<file path="src/rtl/basket_pkg.sv">
// -----------------------------------------------------------------------------
// basket_pkg
// Shared types and constants for the shopping-basket controller.
//   ID_W / QTY_W  : widths of product identifiers and quantities
//   CNT_W         : width of entry counts and entry indices
//   QTY_MAX       : saturation ceiling for a merged quantity
//   DEPTH         : physical storage slots (every 4-bit index is addressable)
//   state_t       : controller FSM encoding
//   entry_t       : one basket record {product_id, quantity}
// -----------------------------------------------------------------------------
package basket_pkg;

  localparam int ID_W  = 4;
  localparam int QTY_W = 4;
  localparam int CNT_W = 4;
  localparam int DEPTH = 1 << CNT_W;

  localparam logic [QTY_W-1:0] QTY_MAX = 4'd15;

  typedef enum logic [1:0] {
    ST_IDLE   = 2'd0,
    ST_SEARCH = 2'd1,
    ST_WRITE  = 2'd2,
    ST_SHIFT  = 2'd3
  } state_t;

  typedef struct packed {
    logic [ID_W-1:0]  product_id;
    logic [QTY_W-1:0] quantity;
  } entry_t;

endpackage

</file>
<file path="src/rtl/basket_controller.sv">
// -----------------------------------------------------------------------------
// basket_controller
// Holds up to MAX_ENTRIES (1..15) {product, quantity} records. An add either
// merges into an existing record with the same product (saturating quantity)
// or appends a new one; a cancel removes one record by index and closes the
// gap by shifting the tail down one slot per cycle.
//
// Optional feature macro: BASKET_MERGE_EN
//   defined   : adds scan the basket one entry per cycle and merge repeats
//   undefined : adds always append (or are rejected when full), 1-cycle latency
//
// Ports
//   CLOCK_50          in   system clock, all state on its rising edge
//   RESET             in   synchronous active-high reset
//   Enable_Pulse      in   one-cycle add command
//   Cancel_Pulse      in   one-cycle remove command (cancel wins over add)
//   ProductID[3:0]    in   product to add / entry index to cancel
//   ProductQuantity   in   quantity to add; zero makes the add a no-op
//   Read_Index[3:0]   in   entry to display
//   BasketProductNum  out  number of valid entries
//   Read_ProductID    out  registered product of entry Read_Index (0 if invalid)
//   Read_Quantity     out  registered quantity of entry Read_Index (0 if invalid)
//   Busy              out  high while a command is being executed
//   Update_Pulse      out  one cycle, command completed and basket changed
//   Error_Pulse       out  one cycle, command rejected
// -----------------------------------------------------------------------------
module basket_controller
  import basket_pkg::*;
#(
  parameter int MAX_ENTRIES = 8
) (
  input  logic             CLOCK_50,
  input  logic             RESET,
  input  logic             Enable_Pulse,
  input  logic             Cancel_Pulse,
  input  logic [ID_W-1:0]  ProductID,
  input  logic [QTY_W-1:0] ProductQuantity,
  input  logic [CNT_W-1:0] Read_Index,
  output logic [CNT_W-1:0] BasketProductNum,
  output logic [ID_W-1:0]  Read_ProductID,
  output logic [QTY_W-1:0] Read_Quantity,
  output logic             Busy,
  output logic             Update_Pulse,
  output logic             Error_Pulse
);

  localparam logic [CNT_W-1:0] CAP = CNT_W'(MAX_ENTRIES);

  state_t           state_q;
  entry_t           entries_q [DEPTH];
  logic [CNT_W-1:0] count_q;
  logic [CNT_W-1:0] idx_q;    // scan position, merge target or shift position
  logic             hit_q;    // SEARCH found the captured product at idx_q
  entry_t           cap_q;    // captured add request
  entry_t           rd_q;
  logic             busy_q;
  logic             upd_q;
  logic             err_q;

  function automatic logic [QTY_W-1:0] sat_add(input logic [QTY_W-1:0] a,
                                               input logic [QTY_W-1:0] b);
    logic [QTY_W:0] sum;
    sum = {1'b0, a} + {1'b0, b};
    return (sum > {1'b0, QTY_MAX}) ? QTY_MAX : sum[QTY_W-1:0];
  endfunction

  always_ff @(posedge CLOCK_50) begin
    if (RESET) begin
      state_q <= ST_IDLE;
      count_q <= '0;
      idx_q   <= '0;
      hit_q   <= 1'b0;
      cap_q   <= '0;
      rd_q    <= '0;
      busy_q  <= 1'b0;
      upd_q   <= 1'b0;
      err_q   <= 1'b0;
      for (int i = 0; i < DEPTH; i++) entries_q[i] <= '0;
    end else begin
      upd_q <= 1'b0;
      err_q <= 1'b0;
      rd_q  <= (Read_Index < count_q) ? entries_q[Read_Index] : '0;

      // A command arriving mid-operation is rejected but never touches it.
      if (state_q != ST_IDLE && (Enable_Pulse || Cancel_Pulse)) err_q <= 1'b1;

      case (state_q)
        ST_IDLE: begin
          if (Cancel_Pulse) begin
            // Cancel has priority; a coincident add is dropped silently.
            if (ProductID < count_q) begin
              idx_q   <= ProductID;
              busy_q  <= 1'b1;
              state_q <= ST_SHIFT;
            end else begin
              err_q <= 1'b1;
            end
          end else if (Enable_Pulse && ProductQuantity != '0) begin
            cap_q  <= '{product_id: ProductID, quantity: ProductQuantity};
            idx_q  <= '0;
            hit_q  <= 1'b0;
            busy_q <= 1'b1;
`ifdef BASKET_MERGE_EN
            state_q <= (count_q == '0) ? ST_WRITE : ST_SEARCH;
`else
            state_q <= ST_WRITE;
`endif
          end
        end

        ST_SEARCH: begin
          // idx_q is left pointing at the matching entry for WRITE.
          if (entries_q[idx_q].product_id == cap_q.product_id) begin
            hit_q   <= 1'b1;
            state_q <= ST_WRITE;
          end else if (idx_q == count_q - 4'd1) begin
            state_q <= ST_WRITE;
          end else begin
            idx_q <= idx_q + 4'd1;
          end
        end

        ST_WRITE: begin
          state_q <= ST_IDLE;
          busy_q  <= 1'b0;
          if (hit_q) begin
            entries_q[idx_q].quantity <= sat_add(entries_q[idx_q].quantity,
                                                 cap_q.quantity);
            upd_q <= 1'b1;
          end else if (count_q < CAP) begin
            entries_q[count_q] <= cap_q;
            count_q            <= count_q + 4'd1;
            upd_q              <= 1'b1;
          end else begin
            err_q <= 1'b1;
          end
        end

        ST_SHIFT: begin
          // Close the gap one slot per cycle, then drop the stale tail copy.
          if (idx_q == count_q - 4'd1) begin
            entries_q[idx_q] <= '0;
            count_q          <= count_q - 4'd1;
            upd_q            <= 1'b1;
            busy_q           <= 1'b0;
            state_q          <= ST_IDLE;
          end else begin
            entries_q[idx_q] <= entries_q[idx_q + 4'd1];
            idx_q            <= idx_q + 4'd1;
          end
        end

        default: state_q <= ST_IDLE;
      endcase
    end
  end

  assign BasketProductNum = count_q;
  assign Read_ProductID   = rd_q.product_id;
  assign Read_Quantity    = rd_q.quantity;
  assign Busy             = busy_q;
  assign Update_Pulse     = upd_q;
  assign Error_Pulse      = err_q;

endmodule

</file>
<file path="config.mk">
export PLATFORM = sky130hd
export DESIGN_NAME = basket_controller
export DESIGN_NICKNAME = d
export VERILOG_FILES = /design/src/rtl/basket_pkg.sv /design/src/rtl/basket_controller.sv
export SDC_FILE = /design/constraint.sdc
export NUM_CORES = 1
export LEC_CHECK = 0
export CORE_MARGIN = 4
export CORE_UTILIZATION = 40
export CTS_BUF_LIST = sky130_fd_sc_hd__clkbuf_4 sky130_fd_sc_hd__clkbuf_8
export CTS_CLUSTER_DIAMETER = 40
export CTS_CLUSTER_SIZE = 24
export DETAILED_ROUTE_END_ITERATION = 10
export GPL_TIMING_DRIVEN = 1
export PLACE_DENSITY = 0.64
export SYNTH_ARGS = -nofsm -noshare
export SYNTH_HDL_FRONTEND = slang
export SYNTH_SLANG_ARGS = --single-unit
</file>
<file path="constraint.sdc">
create_clock -name CLOCK_50 -period 5.8 [get_ports CLOCK_50]
set_input_delay 1.16 -clock CLOCK_50 [delete_from_list [all_inputs] [get_ports CLOCK_50]]
set_output_delay 1.16 -clock CLOCK_50 [all_outputs]
set_load 0.005 [all_outputs]
</file>
* Yosys cells after proc, flatten, opt, wreduce, memory -nomap -nowiden
Memory sizes are Yosys's and may differ from the RTL's. A register that Yosys moved wholly into a read port is not among the register bits.
Cells that the tools add are included.
** Cells by class
- Add/subtract/negate cells :: 4
- Order comparisons :: 4
- Equal/unequal tests :: 15
- Muxes and demuxes :: 65
- Bitwise gates (word level) :: 5
- Reduce and logical (&&, ||, !) cells :: 19
** Operators with widths (count)
- $mux W4 :: 16
- $mux W1 :: 32
- $reduce_and A4 Y1 :: 5
- $mux W2 :: 8
- $mux W8 :: 2
- $reduce_or A8 Y1 :: 2
- $ne A2 B2 Y1 const B :: 7
- $pmux W4 S3 :: 1
- $ne A3 B3 Y1 const B :: 3
- $add A4 B1 Y4 const B :: 2
- $eq A4 B4 Y1 :: 2
- $lt A4 B4 Y1 :: 2
- $pmux W2 S4 :: 1
- $pmux W4 S2 :: 1
- $pmux W1 S2 :: 3
- $reduce_bool A2 Y1 :: 3
- $reduce_bool A3 Y1 :: 2
- $add A4 B4 Y5 :: 1
- $gt A5 B4 Y1 const B :: 1
- $eq A2 B2 Y1 const B :: 2
- $lt A4 B4 Y1 const B :: 1
- $reduce_bool A4 Y1 :: 1
- $sub A4 B1 Y4 const B :: 1
- $or A1 B1 Y1 :: 3
- other kinds (8) :: 10
** Storage, ports and cells
- Bits in registers :: 22
- Bits in writable memories :: 128
- Bits of input ports :: 16
- Output and inout port bits :: 15
- Logic and storage cells :: 122
- Memories kept :: 1
** Memories
- entries_q :: depth 16, width 8, rd ports 3, clocked after memory_dff 2, wr ports 16, RTL line basket_controller.sv:50 : entry_t entries_q [DEPTH];

* Logic depth before layout (Yosys ltp)
- Depth in word-level cells :: 11
- Mapped depth :: 14
- Depth with buffers taken out :: 10

* Worst setup path after synthesis
OpenSTA, ideal clock, no wires.
- Kind :: reg-to-reg
- Start :: register with a tool-made name
- End :: memory entries_q[0][0] in the netlist's numbering (data pin)
- Setup time :: 0.265 ns
- Arrival time :: 4.206 ns
- Required time :: 5.535 ns
- Path slack :: 1.329 ns
- Stages on the path, launching flop included :: 15
- Buffers on the path :: 4
- Period minus slack after synthesis :: 4.471 ns
- Cells stage by stage :: dfxtp_1 > buf_2 > buf_4 > buf_1 > mux4_2 > mux4_2 > ha_1 > fa_1 > a21oi_1 > nor2_1 > nor3_1 > a221oi_1 > a21oi_1 > clkbuf_1 > nor2_1
** RTL lines (RTL line)
- to (decl) :: basket_controller.sv:50

==> impl_metrics.yaml <==
outcome:
  status: "complete, no violations"
sta:
  rsz0062_at_grt: "no"
  maxSlewHeadroom_pct: 12.38
  period_minus_slack_ps: 3830
  setup_violations: 0
  fin_skew_ps: 17.20
  tightestPinTransition_ps: 1308
  hold-worst-slack_ps: 522.3
  timing.final.ws_setup_ps: 1970
  setup_tns_ps: 0
  max_freq_mhz: 261.1
  drv_slew: 0
  finalHoldViolations: 0
  timing.final.crit_share_pct: 66.04
detailed_routing:
  wl_met1_mm: 11.34
  drc: 0
  dr_wl_met2_mm: 12.05
  wl_mm: 26.77
  drtPass1Iterations: 8
  wl_per_cell_um: 23.64
  ant_nets: 0
  wl_met3_mm: 2.589
  drt_iter0_drc: 886
  top_layer_used: "met4"
  num_vias: 6862
  via_per_inst: 6.062
setup_path:
  reg2reg_depth: 10
  r2r_setup_slack_ps: 1970
  crit_path_start_kind: "flip-flop"
  critPathKind: "reg2reg"
  cp.arrival_ps: 4050
  endpoint_kind: "flip-flop"
  required_ps: 6020
  crit_fanout: 24
placement:
  routabilityCongestion: 0.8922
  dp_hpwl_mm: 19.70
  port_buffers: 30
  dp_slack_ps: 1924
  dp.cells: 1100
global_route:
  antenna_found_initial: 0
  grt_usage_pct: 20.40
  grt_pass1_vias: 6754
  grt_first_pass_wirelength_mm: 41.46
  grt_remaining_overflow: 0
  grt_max_degree: 42
final_layout:
  fin_cells: 1132
  drive_gt1_share_pct: 22.15
  syn_to_final_growth_pct: 10.40
  final_common_cell: "nor2_1"
  layout_common_cells: "160 x nor2_1, 128 x edfxtp_1, 109 x mux4_2"
  nFillCells: 2210
  antenna_cells: 0
  final_nets: 825
  post-route-util_pct: 44.82
logic_synthesis:
  seq_area_frac_synth_pct: 45.96
  synth_edf_count: 128
  ys_seq_elements: 162
  synth_cell_types: 54
  synthFlopType: "edfxtp_1"
  ys_async_sr_fraction_pct: 0
  syn_nets: 810
  yosys_warnings: 0
  synthCells: 780
  syn_area_per_cell_sq_um: 12.62
  synth.top_cell.area_share_pct: 39.04
  synthesis.area_sq_um: 9844
  synth_area_leaders: "edfxtp_1 39%, mux4_2 25%, dfxtp_1 6.9%, nor2_1 6.1%, nand2b_1 2.8%"
  synth_top_cell_by_area: "edfxtp_1"
cts:
  clockRootBuffer: "clkbuf_8"
  clockBufferDepth: 2
  numCtsBuffers: 17
  cts_resized: 0
  clk_latency_ps: 470
  numClockSinks: 162
  cts.hold.buffers_added: 0
  cts_max_level: 4
  cts_tree: "yes"
  postCtsSetupBuffers: 0
  clk_pin_slew_worst_paths_ps: 80
power_and_ir_drop:
  p_sw_uw: 1330
  p_leak_uw: 0.003671
  intPower_uw: 2366
  pwr-share-comb_pct: 37.6
  peakVddDrop_uv: 165.6
  p_per_area_nw_per_um2: 340.1
  swShare_pct: 35.99
  p_seq_share_pct: 40.3
  power_frac_clock_pct: 22.1
floorplanning:
  design.core.area_sq_um: 24250
  die_y_um: 164.9
  row_count: 57
  die_area_sq_um: 27190
  io_pins: 31
  initial_utilization_pct: 40.60
  fp.dieW_um: 164.9
hold_path:
  min_path_type: "reg2reg"
  hold_depth: 2
run:
  drv_cap: 0
path summary, 6_finish.rpt:
path,startpoint,endpoint
max,idx_q[0]$_SDFFE_PP0P_,entries_q[13][3]$_SDFFCE_PN0P_
min,Busy$_SDFFE_PP0P_,Busy$_SDFFE_PP0P_
max reg2reg,idx_q[0]$_SDFFE_PP0P_,entries_q[13][3]$_SDFFCE_PN0P_
min reg2reg,Busy$_SDFFE_PP0P_,Busy$_SDFFE_PP0P_
layer usage:
| layer | vias to the layer above | global-route usage (%) |
|---|---|---|
| met1 | 3431 | 29.10 |
| met5 | - | 0 |
| met2 | 374 | 30.79 |
| li1 | 3003 | - |
| met4 | 0 | 7.372 |
| met3 | 54 | 4.617 |
metrics by stage:
| step | cell area (sq um) | power [uW] |
|---|---|---|
| after floorplan | 9844 | 2484 |
| after global placement | 10490 | 2890 |
| after detailed placement | 10490 | 2895 |
| after CTS | 10870 | 3701 |
| after global routing | 10870 | 3885 |
| final | 10870 | 3696 |
cell families (layout without fill, tap and decap cells):
| family | Yosys count | count (layout) | synth area share (%) |
|---|---|---|---|
| AOI/OAI and AO/OA | 72 | 72 | 5.148 |
| xor gates and xnor gates | 16 | 16 | 1.716 |
| adders and majority gates | 14 | 14 | 1.856 |
| buffers and inverters | 70 | 98 | 2.860 |
| DFF | 162 | 162 | 45.96 |
| muxes | 137 | 137 | 27.80 |
| and+or+nand+nor | 309 | 309 | 14.67 |
final cells by class:
type	instances	area, sq um	area share, %
Multi-Input combinational cell	548	5047	46.44
Inverter	14	52.55	0.4835
Clock inverter	10	102.6	0.9440
Clock buffer	22	277.8	2.556
Timing Repair Buffer	52	455.4	4.191
Sequential cell	162	4527	41.65
Tap cell	324	405.4	3.730
Yosys cell counts (3+ instances only):
cell / number
a211oi_1: 7
a21o_1: 5
a21oi_1: 18
a221oi_1: 3
a31oi_1: 7
a32oi_1: 5
and3_1: 9
buf_1: 9
buf_2: 6
clkbuf_1: 39
dfxtp_1: 34
edfxtp_1: 128
ha_1: 13
inv_1: 12
mux2i_1: 27
mux4_2: 109
nand2_1: 32
nand2b_1: 44
nand3_1: 6
nand4_1: 3
nor2_1: 160
nor2b_1: 5
nor3_1: 16
o211ai_1: 5
o21a_1: 3
o21ai_1: 8
or2_1: 18
or2_2: 6
xnor2_1: 8
xor2_1: 6
critical path, stage by stage (launching register included):
cell       delay, ps
dfxtp_2          730
ha_2             810
buf_4            410
mux4_2           530
and2_1           160
a211oi_1         210
a21oi_1           60
o2bb2ai_1        150
mux2i_1          220
buf_4            230
nor2_1            60
sequential cells by signal, summed over array words and instances, names as in the netlist, named ones only:
signal            cells
hit_q                 1
Update_Pulse          1
Read_Quantity         4
BasketProductNum      4
Read_ProductID        4
idx_q                 4
state_q               2
cap_q                 8
Error_Pulse           1
entries_q           128
Busy                  1
power by group through the flow:
stage          combinational [uW]  sequential, uW  clock (uW)
3_3_place_gp                 1380            1510           0
5_1_grt                      1500            1510         879
2_1_floorplan                1090            1390           0
6_report                     1390            1490         817
4_1_cts                      1390            1490         827
3_5_place_dp                 1380            1510           0
(Power assumes the default switching activity.)
